## config.mk

```make
export PLATFORM = sky130hd
export DESIGN_NAME = udt_conn_ctrl
export DESIGN_NICKNAME = d
export VERILOG_FILES = /design/src/rtl/udt_conn_ctrl.sv
export SDC_FILE = /design/constraint.sdc
export NUM_CORES = 1
export LEC_CHECK = 0
export CORE_MARGIN = 2
export CORE_UTILIZATION = 57
export CTS_BUF_LIST = sky130_fd_sc_hd__clkbuf_2
export DETAILED_ROUTE_END_ITERATION = 8
export GPL_ROUTABILITY_DRIVEN = 0
export HOLD_SLACK_MARGIN = 0.15
export PLACE_DENSITY = 0.85
export SETUP_SLACK_MARGIN = 0.15
export SLEW_MARGIN = 20
export SYNTH_ARGS = -nofsm -noshare
export SYNTH_HDL_FRONTEND = slang
export SYNTH_SLANG_ARGS = --single-unit
```

## constraint.sdc

```tcl
create_clock -name core_clk -period 6.8 [get_ports core_clk]
set_clock_uncertainty 0.05 [all_clocks]
set_input_delay 1.36 -clock core_clk [delete_from_list [all_inputs] [get_ports core_clk]]
set_output_delay 1.36 -clock core_clk [all_outputs]
set_load 0.05 [all_outputs]
```

## src/rtl/udt_conn_ctrl.sv

```systemverilog
// -----------------------------------------------------------------------------
// udt_conn_ctrl
//   Connection-sequencing controller that sits between the configuration
//   register block and the Socket Manager. It accepts connect/close commands,
//   checks them against the current connection state, and drives the
//   Req_Connect / Req_Close level handshakes with a timeout. Connect attempts
//   are retried after a timeout; close attempts are not. Every state change or
//   err_code write is reported as a status word.
//
// Parameters
//   TIMEOUT_CYCLES : core_clk cycles per attempt before it times out (>= 2)
//   MAX_RETRY      : extra connect attempts after the first timeout (0..15)
//
// Ports
//   core_clk, core_rst_n        : clock, asynchronous active-low reset
//   cmd_valid/cmd_ready/cmd_op  : command handshake (01 connect, 10 close,
//                                 anything else is illegal)
//   Req_Connect/Res_Connect     : open request level / completion pulse
//   Req_Close/Res_Close         : close request level / completion or peer
//                                 close pulse
//   udt_state/state_valid/state_ready : status word handshake
//                                 ([2:0] state, [6:4] err_code, [11:8] retry)
//
// Optional build macro
//   UDT_CONN_STATS_EN : adds saturating event counters connect_ok_cnt,
//                       timeout_cnt and peer_close_cnt (16 bits each).
// -----------------------------------------------------------------------------
module udt_conn_ctrl #(
  parameter int TIMEOUT_CYCLES = 1000000,
  parameter int MAX_RETRY      = 3
) (
  input  logic        core_clk,
  input  logic        core_rst_n,
  input  logic        cmd_valid,
  output logic        cmd_ready,
  input  logic [1:0]  cmd_op,
  output logic        Req_Connect,
  input  logic        Res_Connect,
  output logic        Req_Close,
  input  logic        Res_Close,
  output logic [31:0] udt_state,
  output logic        state_valid,
  input  logic        state_ready
`ifdef UDT_CONN_STATS_EN
  ,
  output logic [15:0] connect_ok_cnt,
  output logic [15:0] timeout_cnt,
  output logic [15:0] peer_close_cnt
`endif
);

  localparam int TW = $clog2(TIMEOUT_CYCLES + 1);

  typedef enum logic [2:0] {
    ST_CLOSED     = 3'd0,
    ST_CONNECTING = 3'd1,
    ST_CONNECTED  = 3'd2,
    ST_CLOSING    = 3'd3,
    ST_FAILED     = 3'd4
  } state_t;

  localparam logic [2:0] ERR_NONE    = 3'd0;
  localparam logic [2:0] ERR_DUP     = 3'd1;
  localparam logic [2:0] ERR_NOTOPEN = 3'd2;
  localparam logic [2:0] ERR_TIMEOUT = 3'd3;
  localparam logic [2:0] ERR_BADOP   = 3'd4;

  localparam logic [TW-1:0] TIMER_TC  = TW'(TIMEOUT_CYCLES - 1);
  localparam logic [3:0]    RETRY_MAX = 4'(MAX_RETRY);

  state_t          state_q, state_d;
  logic [2:0]      err_q, err_d;
  logic [3:0]      retry_q, retry_d;
  logic [TW-1:0]   timer_q, timer_d;
  logic            dup_q, dup_d;      // CLOSING was entered because of DUP_CONNECT
  logic            gap_q, gap_d;      // one-cycle Req_Connect drop between retries
  logic            active_q;          // holds cmd_ready low while in reset
  logic [31:0]     udt_state_q, udt_state_d;
  logic            state_valid_q, state_valid_d;

  logic            cmd_fire;
  logic            timer_tc;
  logic            upd;
  logic            ev_ok, ev_timeout, ev_peer;

  assign cmd_fire = cmd_valid & cmd_ready;
  assign timer_tc = (timer_q == TIMER_TC);

  // ---------------------------------------------------------------------------
  // State register
  // ---------------------------------------------------------------------------
  always_ff @(posedge core_clk or negedge core_rst_n) begin
    if (!core_rst_n) begin
      state_q       <= ST_CLOSED;
      err_q         <= ERR_NONE;
      retry_q       <= 4'd0;
      timer_q       <= '0;
      dup_q         <= 1'b0;
      gap_q         <= 1'b0;
      active_q      <= 1'b0;
      udt_state_q   <= 32'd0;
      state_valid_q <= 1'b0;
    end else begin
      state_q       <= state_d;
      err_q         <= err_d;
      retry_q       <= retry_d;
      timer_q       <= timer_d;
      dup_q         <= dup_d;
      gap_q         <= gap_d;
      active_q      <= 1'b1;
      udt_state_q   <= udt_state_d;
      state_valid_q <= state_valid_d;
    end
  end

  // ---------------------------------------------------------------------------
  // Next-state logic
  // ---------------------------------------------------------------------------
  always_comb begin
    state_d    = state_q;
    err_d      = err_q;
    retry_d    = retry_q;
    timer_d    = timer_q;
    dup_d      = dup_q;
    gap_d      = 1'b0;
    upd        = 1'b0;
    ev_ok      = 1'b0;
    ev_timeout = 1'b0;
    ev_peer    = 1'b0;

    // The timer only runs while a request is outstanding; the retry gap
    // cycle counts as part of the new attempt.
    if (state_q == ST_CONNECTING || state_q == ST_CLOSING) begin
      timer_d = timer_q + 1'b1;
    end

    case (state_q)
      ST_CLOSED, ST_FAILED: begin
        if (cmd_fire) begin
          upd = 1'b1;
          case (cmd_op)
            2'b01: begin
              state_d = ST_CONNECTING;
              err_d   = ERR_NONE;
              retry_d = 4'd0;
              timer_d = '0;
              dup_d   = 1'b0;
            end
            2'b10:   err_d = ERR_NOTOPEN;
            default: err_d = ERR_BADOP;
          endcase
        end
      end

      ST_CONNECTED: begin
        // Peer close is decoded ahead of commands (cmd_ready is low then).
        if (Res_Close) begin
          state_d = ST_CLOSED;
          err_d   = ERR_NONE;
          upd     = 1'b1;
          ev_peer = 1'b1;
        end else if (cmd_fire) begin
          upd = 1'b1;
          case (cmd_op)
            2'b01: begin
              state_d = ST_CLOSING;
              err_d   = ERR_DUP;
              dup_d   = 1'b1;
              timer_d = '0;
            end
            2'b10: begin
              state_d = ST_CLOSING;
              dup_d   = 1'b0;
              timer_d = '0;
            end
            default: err_d = ERR_BADOP;
          endcase
        end
      end

      ST_CONNECTING: begin
        // A response in the terminal-count cycle still wins.
        if (Res_Connect) begin
          state_d = ST_CONNECTED;
          timer_d = '0;
          upd     = 1'b1;
          ev_ok   = 1'b1;
        end else if (timer_tc) begin
          ev_timeout = 1'b1;
          if (retry_q < RETRY_MAX) begin
            retry_d = retry_q + 4'd1;
            gap_d   = 1'b1;
            timer_d = '0;
          end else begin
            state_d = ST_FAILED;
            err_d   = ERR_TIMEOUT;
            timer_d = '0;
            upd     = 1'b1;
          end
        end
      end

      ST_CLOSING: begin
        if (Res_Close) begin
          state_d = dup_q ? ST_FAILED : ST_CLOSED;
          dup_d   = 1'b0;
          timer_d = '0;
          upd     = 1'b1;
        end else if (timer_tc) begin
          state_d    = ST_FAILED;
          err_d      = ERR_TIMEOUT;
          dup_d      = 1'b0;
          timer_d    = '0;
          upd        = 1'b1;
          ev_timeout = 1'b1;
        end
      end

      default: begin
        state_d = ST_CLOSED;
        timer_d = '0;
      end
    endcase

    // Status word: latest update wins; valid clears only on an idle handshake.
    udt_state_d   = udt_state_q;
    state_valid_d = state_valid_q;
    if (upd) begin
      udt_state_d   = {20'd0, retry_d, 1'b0, err_d, 1'b0, state_d};
      state_valid_d = 1'b1;
    end else if (state_valid_q && state_ready) begin
      state_valid_d = 1'b0;
    end
  end

  // ---------------------------------------------------------------------------
  // Outputs (decoded from flops so reset drops the requests immediately)
  // ---------------------------------------------------------------------------
  always_comb begin
    Req_Connect = (state_q == ST_CONNECTING) && !gap_q;
    Req_Close   = (state_q == ST_CLOSING);
    cmd_ready   = 1'b0;
    if (active_q) begin
      cmd_ready = (state_q == ST_CLOSED) || (state_q == ST_FAILED) ||
                  ((state_q == ST_CONNECTED) && !Res_Close);
    end
    udt_state   = udt_state_q;
    state_valid = state_valid_q;
  end

`ifdef UDT_CONN_STATS_EN
  logic [15:0] ok_cnt_q, ok_cnt_d;
  logic [15:0] to_cnt_q, to_cnt_d;
  logic [15:0] pc_cnt_q, pc_cnt_d;

  always_comb begin
    ok_cnt_d = ok_cnt_q;
    to_cnt_d = to_cnt_q;
    pc_cnt_d = pc_cnt_q;
    if (ev_ok      && ok_cnt_q != 16'hFFFF) ok_cnt_d = ok_cnt_q + 16'd1;
    if (ev_timeout && to_cnt_q != 16'hFFFF) to_cnt_d = to_cnt_q + 16'd1;
    if (ev_peer    && pc_cnt_q != 16'hFFFF) pc_cnt_d = pc_cnt_q + 16'd1;
  end

  always_ff @(posedge core_clk or negedge core_rst_n) begin
    if (!core_rst_n) begin
      ok_cnt_q <= 16'd0;
      to_cnt_q <= 16'd0;
      pc_cnt_q <= 16'd0;
    end else begin
      ok_cnt_q <= ok_cnt_d;
      to_cnt_q <= to_cnt_d;
      pc_cnt_q <= pc_cnt_d;
    end
  end

  assign connect_ok_cnt = ok_cnt_q;
  assign timeout_cnt    = to_cnt_q;
  assign peer_close_cnt = pc_cnt_q;
`endif

endmodule
```

==> results.toml, run 1 <==
[worst_setup_path]
crit_buf_inv = 2
arrival_ns = 3.69
reg2reg_from = "timer_q[11]"
reg2reg_depth = 6
cpMaxStageDelayCell = "clkdlybuf4s50_1"
worstSetupEndpoint = "cmd_ready"
reg2reg_to = "udt_state[1]"
crit_cells = 4
critPathLaunchType = "primary input"
crit_top_cell = "clkdlybuf4s50_1"
crit_family = "buffers and inverters"
reg2reg_setup_slack_ns = 4.21
crit_chain = "clkdlybuf4s50_1 -> nor4b_1 -> o21a_1 -> clkdlybuf4s50_1"
worstSetupPathType = "in2out"
crit_required_ns = 5.39
cpPeakStageDelay_ns = 0.80
cp-end-kind = "primary output"
path_max_fanout = 10
startpoint = "Res_Close"

[timing]
min_period_over_period_pct = 75.0
slew_headroom_pct = 45.1
holdWs_ns = 0.471
rsz0062_at_grt = "false"
tightestPinTransition_ns = 0.812
slew_viol_final = 0
final-setup-viol-count = 0
hold_viol = 0
min_period_ns = 5.10
fin_ws_ns = 1.70
fmax_mhz = 196
fin_tns_setup_ns = 0

[layout]
drive_gt1_share_pct = 10.1
final_cell_mix = "dfrtp_1, nor2_1, conb_1"
final_common_cell = "dfrtp_1"
fin_area_sq_um = 2790
final_nets = 297
fill_cells = 342
antenna_cells = 0
syn_to_final_growth_pct = 8.52

[pwr]
vdd_ir_drop_max_uv = 187
p_leak_nw = 1.23
powerDensity_nw_per_um2 = 228

[place]
post_dp_cell_area_sq_um = 2720
pre_cts_ws_ns = 1.80
port-buffer-count = 21
hpwl_microns = 3390

[synth]
synth_ff_type = "dfrtp_1"
synthesis.yosys.warnings = 0
yosysSeqAreaShare_pct = 42.8
synth_edf_count = 0
avgSynthCellArea_sq_um = 9.63
syn_area_sq_um = 2570
synthArstFlopShare_pct = 100
yosys_register_bits = 44
ys_types = 57
synth_cells = 267

[clock_tree]
cts_tree = "yes"
path_clk_slew_ns = 0.22
ctsHtreeMaxLevel = 2
numCtsBuffers = 5
clock_sinks = 44
post_cts_buffers = 0
cts_hold_buf = 0
cts_buffer_depth = 2
cts.repair.resized = 0
clockRootBuffer = "clkbuf_2"
clk_latency_ns = 0.42

[routing]
drt_iter0_markers = 189
drtPass1Iterations = 6
drt-total-wl_microns = 4900
ant_nets = 0
wl_per_cell_microns = 14.5
routed_via_density = 5.58
drc = 0
via_count = 1887

[global_route]
antenna_found_initial = 0
grt_usage_pct = 20.4
grt_max_degree = 45
grt-ovfl-total = 0
grt_pass1_vias = 1701
grt_pass1_wl_microns = 8150

[floorplan]
die-area_sq_um = 5060
die_h_microns = 71.2
ioPinCount = 44
start_util_pct = 59.1
coreArea_sq_um = 4350
rows = 24
fp.dieW_microns = 71.2

[hold_path]
min_path_type = "reg2reg"

[run_status]
status = "completed"

[job]
max_cap_viol_count = 0
## state kept, by name, summed over array words and instances, names as in the netlist
register,flops
udt_state,10
state_q,3
retry_q,4
dup_q,1
err_q,3
gap_q,1
state_valid,1
active_q,1
timer_q,20
## cells in the mapped netlist, drive strengths merged, types with 2 or more instances
master | number | area share [%]
a21boi | 2 | 0.58
a21oi | 4 | 0.78
a22oi | 2 | 0.58
a31oi | 4 | 0.97
and2 | 5 | 1.2
and3 | 3 | 0.78
buf | 24 | 7.1
clkbuf | 9 | 1.3
conb | 2 | 0.29
dfrtp | 44 | 43
ha | 4 | 1.9
inv | 12 | 1.8
mux2 | 9 | 5.1
mux2i | 2 | 0.78
nand2 | 21 | 3.2
nand2b | 3 | 0.73
nand3 | 7 | 1.4
nand4 | 2 | 0.49
nor2 | 32 | 4.7
nor2b | 3 | 0.73
nor3 | 11 | 2.1
nor4 | 4 | 2.1
nor4bb | 2 | 0.78
o211ai | 4 | 1.2
o21a | 2 | 0.58
o21ai | 6 | 1.2
or3 | 3 | 0.73
or4 | 2 | 0.73
xnor2 | 16 | 5.4
xor2 | 3 | 1.0
## worst min-delay path by stage
stage               slack, ns     endpoint   startpoint  depth (start not counted)
floorplan                0.43   retry_q[0]   retry_q[0]                          1
global placement         0.42  state_valid  state_valid                          1
detailed placement       0.43  state_valid  state_valid                          1
CTS                      0.48  state_valid  state_valid                          1
global route             0.50  state_valid  state_valid                          1
finish                   0.47  state_valid  state_valid                          1
## worst reg2reg max path: cells and delay by family, from the launching register on
family	cells	cell delay, ns
mux	1	0.36
compound gates	1	0.37
simple gates	3	1.01
buf+inv	1	0.28
flops	1	0.47
## cell families after synthesis
family,after synthesis,share of synthesized area (%)
simple gates,106,22.3
mux,11,5.89
fa+ha+maj,4,1.95
flops,44,42.8
compound gates,36,10.1
xor+xnor,19,6.47
buf+inv,45,10.1
other cells,2,0.292
## final cells by class
class / count / area, sq um / area share, %
Timing Repair Buffer: 23 / 223 / 7.98
Clock inverter: 3 / 42.5 / 1.52
Sequential cell: 44 / 1100 / 39.5
Clock buffer: 5 / 25.0 / 0.897
Multi-Input combinational cell: 199 / 1290 / 46.2
Inverter: 12 / 45.0 / 1.61
Tap cell: 52 / 65.1 / 2.33
## per-layer routing
layer  vias to the layer above  global-route usage, %  share of wire [%]
met2                        86                   29.1                 45
met4                         0                   6.50                1.2
met5                         -                      0                  0
li1                        913                      -                  -
met3                         6                   5.13                7.5
met1                       882                   30.6                 46
## stage by stage
stage / cells / utilization (%) / total power, mW
after floorplan: 288 / - / 0.453
after global placement: 330 / 62.5 / 0.489
after detailed placement: 330 / 62.5 / 0.492
after CTS: 338 / 64.0 / 0.642
after global routing: 338 / 64.1 / 0.669
final: 338 / 64.1 / 0.638
## power by group
group	switching, mW	internal, mW	total (mW)
Sequential	0.0228	0.285	0.308
Clock	0.0870	0.0618	0.149
Combinational	0.119	0.0615	0.181
(Power assumes the default switching activity.)
==> inputs of run 2 (changes only) <==
--- a/config.mk
+++ b/config.mk
@@ -6,12 +6,12 @@
 export NUM_CORES = 1
 export LEC_CHECK = 0
 export CORE_MARGIN = 2
-export CORE_UTILIZATION = 57
+export CORE_UTILIZATION = 50
 export CTS_BUF_LIST = sky130_fd_sc_hd__clkbuf_2
 export DETAILED_ROUTE_END_ITERATION = 8
 export GPL_ROUTABILITY_DRIVEN = 0
 export HOLD_SLACK_MARGIN = 0.15
-export PLACE_DENSITY = 0.85
+export PLACE_DENSITY = 0.79
 export SETUP_SLACK_MARGIN = 0.15
 export SLEW_MARGIN = 20
 export SYNTH_ARGS = -nofsm -noshare
==> constraint.sdc (replaced) <==
create_clock -name core_clk -period 4.1 [get_ports core_clk]
set_clock_uncertainty 0.05 [all_clocks]
set_input_delay 0.82 -clock core_clk [delete_from_list [all_inputs] [get_ports core_clk]]
set_output_delay 0.82 -clock core_clk [all_outputs]
set_load 0.05 [all_outputs]
==> run 2 against run 1 <==
Largest cell class unchanged; power is 67% higher; register-to-register slack got worse by 2.8 ns; highest routed layer unchanged; cell count rose by 5.9%.
==> results.toml, run 2 (synthesis gave the netlist of run 1 again) <==
[routing]
drt-total-wl_microns = 4890
drtPass1Iterations = 4
wl_per_cell_microns = 13.7
ant_nets = 0
routed_via_density = 5.32
drc = 0
via_count = 1903
drt_iter0_markers = 227

[clock_tree]
cts_tree = "yes"
clock_sinks = 44
clockRootBuffer = "clkbuf_2"
path_clk_slew_ns = 0.23
numCtsBuffers = 5
cts_hold_buf = 0
post_cts_buffers = 0
cts.repair.resized = 0
ctsHtreeMaxLevel = 2
cts_buffer_depth = 2
clk_latency_ns = 0.43

[place]
post_dp_cell_area_sq_um = 2740
numPlacedInstances = 348
port-buffer-count = 21
pre_cts_ws_ns = 0.772
hpwl_microns = 3430

[layout]
final_nets = 299
drive_gt1_share_pct = 11.1
fill_cells = 450
antenna_cells = 0
final_cell_mix = "dfrtp_1, nor2_1, conb_1"
ff_latch_area_sq_um = 1100
fin_area_sq_um = 2840
multi_input_area_sq_um = 1290
top_register = "timer_q"
final_common_cell = "dfrtp_1"
stdcell_count = 358
largest_reg_flops = 20
syn_to_final_growth_pct = 10.4

[floorplan]
coreArea_sq_um = 5040
die-area_sq_um = 5730
rows = 26
start_util_pct = 51.0
fp.dieW_microns = 75.7
ioPinCount = 44
die_h_microns = 75.7

[run_status]
status = "completed"

[worst_setup_path]
reg2reg_setup_slack_ns = 1.39
path_max_fanout = 10
crit_required_ns = 3.23
critPathLaunchType = "primary input"
cp-end-kind = "primary output"
reg2reg_depth = 6
arrival_ns = 2.45
reg2reg_from = "timer_q[15]"
reg2reg_to = "udt_state[1]"
worstSetupPathType = "in2out"

[timing]
fin_tns_setup_ns = 0
slew_viol_final = 0
fin_ws_ns = 0.777
tightestPinTransition_ns = 0.718
min_period_over_period_pct = 81.0
holdWs_ns = 0.471
rsz0062_at_grt = "false"
hold_viol = 0
fmax_mhz = 301
slew_headroom_pct = 51.4
final-setup-viol-count = 0
min_period_ns = 3.32

[global_route]
antenna_found_initial = 0
grt_pass1_vias = 1764
grt_max_degree = 45
grt-ovfl-total = 0
grt_pass1_wl_microns = 8210
grt_usage_pct = 19.0

[hold_path]
hold_depth = 1
min_path_type = "reg2reg"
hp-start = "state_valid"
hold_end = "state_valid"

[job]
max_cap_viol_count = 0

[pwr]
vdd_ir_drop_max_uv = 268
p_leak_nw = 1.25
powerDensity_nw_per_um2 = 374
[run 2: power breakdown]
group	internal (mW)	switching [mW]	leakage [nW]	total, mW
registers	0.473	0.0361	0.599	0.509
logic	0.104	0.201	0.609	0.304
clock network	0.102	0.147	0.0390	0.249
total	0.679	0.384	1.25	1.06
[run 2: worst max path at each step]
stage	start	to	slack, ns	cells past startpoint
floorplan	Res_Close	cmd_ready	1.26	3
global placement	Res_Close	cmd_ready	0.84	4
global route	state_q[0]	Req_Close	0.66	3
CTS	Res_Close	cmd_ready	0.75	4
detailed placement	Res_Close	cmd_ready	0.77	4
finish	Res_Close	cmd_ready	0.78	4
[run 2: layout make-up]
type	instances	share of cell area [%]
clock buffer	5	0.882
multi-input combinational	199	45.4
tap	70	3.09
timing repair buffer	25	8.73
sequential	44	38.8
clock inverter	3	1.50
inverter	12	1.59
[run 2: stage by stage]
step | total power [mW] | util [%]
floorplan | 0.752 | -
global placement | 0.813 | 54.3
detailed placement | 0.816 | 54.3
CTS | 1.06 | 55.7
global route | 1.12 | 56.3
finish | 1.06 | 56.3
[run 2: routing by layer]
metal	vias up	global-route usage, %	share of wire, %
met4	0	6.82	1.6
met2	55	28.7	46
met1	923	27.3	47
met5	-	0	0
li1	917	-	-
met3	8	3.70	5.3
[run 2: critical path: stages]
cell and delay, ns:
clkdlybuf4s50_1 0.58, nor4b_1 0.68, o21a_1 0.18, buf_4 0.19
==> inputs of run 3 (changes only) <==
--- a/config.mk
+++ b/config.mk
@@ -6,12 +6,12 @@
 export NUM_CORES = 1
 export LEC_CHECK = 0
 export CORE_MARGIN = 2
-export CORE_UTILIZATION = 50
+export CORE_UTILIZATION = 55
 export CTS_BUF_LIST = sky130_fd_sc_hd__clkbuf_2
 export DETAILED_ROUTE_END_ITERATION = 8
 export GPL_ROUTABILITY_DRIVEN = 0
 export HOLD_SLACK_MARGIN = 0.15
-export PLACE_DENSITY = 0.79
+export PLACE_DENSITY = 0.82
 export SETUP_SLACK_MARGIN = 0.15
 export SLEW_MARGIN = 20
 export SYNTH_ARGS = -nofsm -noshare
==> constraint.sdc (replaced) <==
create_clock -name core_clk -period 3.1 [get_ports core_clk]
set_clock_uncertainty 0.05 [all_clocks]
set_input_delay 0.62 -clock core_clk [delete_from_list [all_inputs] [get_ports core_clk]]
set_output_delay 0.62 -clock core_clk [all_outputs]
set_load 0.05 [all_outputs]
==> run 3 against run 2 <==
Highest routed layer unchanged; final area shrank 0.57%; largest cell class unchanged; sequential power grew 33%; core utilization grew 7.6 points; clock power grew 32%; worst setup slack lost 0.40 ns; critical path type unchanged.
==> results.toml, run 3 (synthesis gave the netlist of run 1 again) <==
[layout]
final_cell_mix = "dfrtp_1, nor2_1, conb_1"
syn_to_final_growth_pct = 9.73
final_common_cell = "dfrtp_1"
final_nets = 300
top_register = "timer_q"
antenna_cells = 0
fill_cells = 375
multi_input_area_sq_um = 1290
stdcell_count = 341
ff_latch_area_sq_um = 1100
largest_reg_flops = 20
drive_gt1_share_pct = 11.8

[timing]
slew_headroom_pct = 36.4
fin_tns_setup_ns = 0
hold_viol = 0
slew_viol_final = 0
fmax_mhz = 367
final-setup-viol-count = 0
rsz0062_at_grt = "false"
min_period_over_period_pct = 87.9
fin_ws_ns = 0.375
min_period_ns = 2.72
tightestPinTransition_ns = 0.954

[global_route]
grt_usage_pct = 20.7
grt-ovfl-total = 0
grt_pass1_wl_microns = 8450
grt_max_degree = 45
antenna_found_initial = 0
grt_pass1_vias = 1787

[pwr]
p_leak_nw = 1.28
pwr-share-seq_pct = 47.6
p_sw_share_pct = 36.4
power_frac_comb_pct = 29.2
powerDensity_nw_per_um2 = 503
intPower_mw = 0.902
p_total_mw = 1.42
vdd_ir_drop_max_uv = 332
power_frac_clock_pct = 23.1
power_switching_mw = 0.516

[clock_tree]
numCtsBuffers = 5
ctsHtreeMaxLevel = 2
post_cts_buffers = 0
clock_sinks = 44
clockRootBuffer = "clkbuf_2"
cts_hold_buf = 0
cts.repair.resized = 1
path_clk_slew_ns = 0.22
clk_latency_ns = 0.44
cts_buffer_depth = 2
cts_tree = "yes"

[place]
hpwl_microns = 3660
numPlacedInstances = 333
port-buffer-count = 21
pre_cts_ws_ns = 0.207

[floorplan]
ioPinCount = 44
coreArea_sq_um = 4410
die_h_microns = 72.4
start_util_pct = 58.2
die-area_sq_um = 5240
rows = 24
fp.dieW_microns = 72.4

[routing]
ant_nets = 0
wl_per_cell_microns = 14.9
drt_iter0_markers = 168
wl_met3_microns = 295
route.top_layer_used = "met4"
via_count = 1912
drt-total-wl_microns = 5100
routed_via_density = 5.61
drtPass1Iterations = 4
drc = 0
wirelength_met1_microns = 2440
route.met2.wl_microns = 2260

[job]
max_cap_viol_count = 0

[worst_setup_path]
worstSetupPathType = "in2out"
path_max_fanout = 10
crit_required_ns = 2.43
critPathLaunchType = "primary input"
cp-end-kind = "primary output"
arrival_ns = 2.05

[run_status]
status = "completed"

[hold_path]
min_path_type = "in2async"
==> run 3: cell count changes in the layout (fill, tap and decap cells not counted) <==
cell,change
buf_4,+2
dlygate4sd2_1,+1
dlygate4sd3_1,-1
clkdlybuf4s50_1,-2
dlymetal6s2s_1,+1
==> run 3: layout make-up <==
type / instances / share of cell area [%]
Inverter: 12 / 1.60
Timing Repair Buffer: 26 / 9.00
Tap cell: 52 / 2.31
Sequential cell: 44 / 39.0
Clock buffer: 5 / 0.887
Clock inverter: 3 / 1.51
Multi-Input combinational cell: 199 / 45.7
==> run 3: stage by stage <==
step / hold slack [ns] / util (%) / cell area [sq um]
after global routing: 0.290 / 63.9 / 2820
after floorplan: 0.274 / - / 2650
final: 0.235 / 63.9 / 2820
after detailed placement: 0.433 / 62.4 / 2750
after CTS: 0.259 / 63.9 / 2820
after global placement: 0.420 / 62.4 / 2750
==> run 3: per-layer routing <==
metal | vias to the layer above | global-route usage, %
met2 | 61 | 30.4
met4 | 0 | 7.61
met1 | 922 | 30.1
li1 | 916 | -
met3 | 13 | 4.72
met5 | - | 0
==> run 3: path summary, 6_finish.rpt <==
check | from | slack [ns] | to | cells after the start
worst max register to register | timer_q[15] | 0.51 | udt_state[1] | 6
max in group asynchronous | core_rst_n | 2.16 | timer_q[8] | 1
worst min register to register | state_valid | 0.48 | state_valid | 1
worst min-delay path | core_rst_n | 0.23 | udt_state[11] | 1
worst max-delay path | Res_Close | 0.38 | cmd_ready | 5
min in group core_clk | state_valid | 0.48 | state_valid | 1
==> run 3: critical path, stage by stage <==
cell             delay [ns]
clkdlybuf4s50_1        0.59
nor4b_1                0.34
buf_4                  0.19
o21a_1                 0.16
buf_12                 0.15
==> run 3: power by group through the flow <==
stage	Sequential (mW)	Combinational, mW	Clock [mW]
finish	0.675	0.414	0.328
global route	0.681	0.441	0.356
CTS	0.673	0.415	0.336
detailed placement	0.684	0.414	0
global placement	0.683	0.405	0
floorplan	0.739	0.256	0
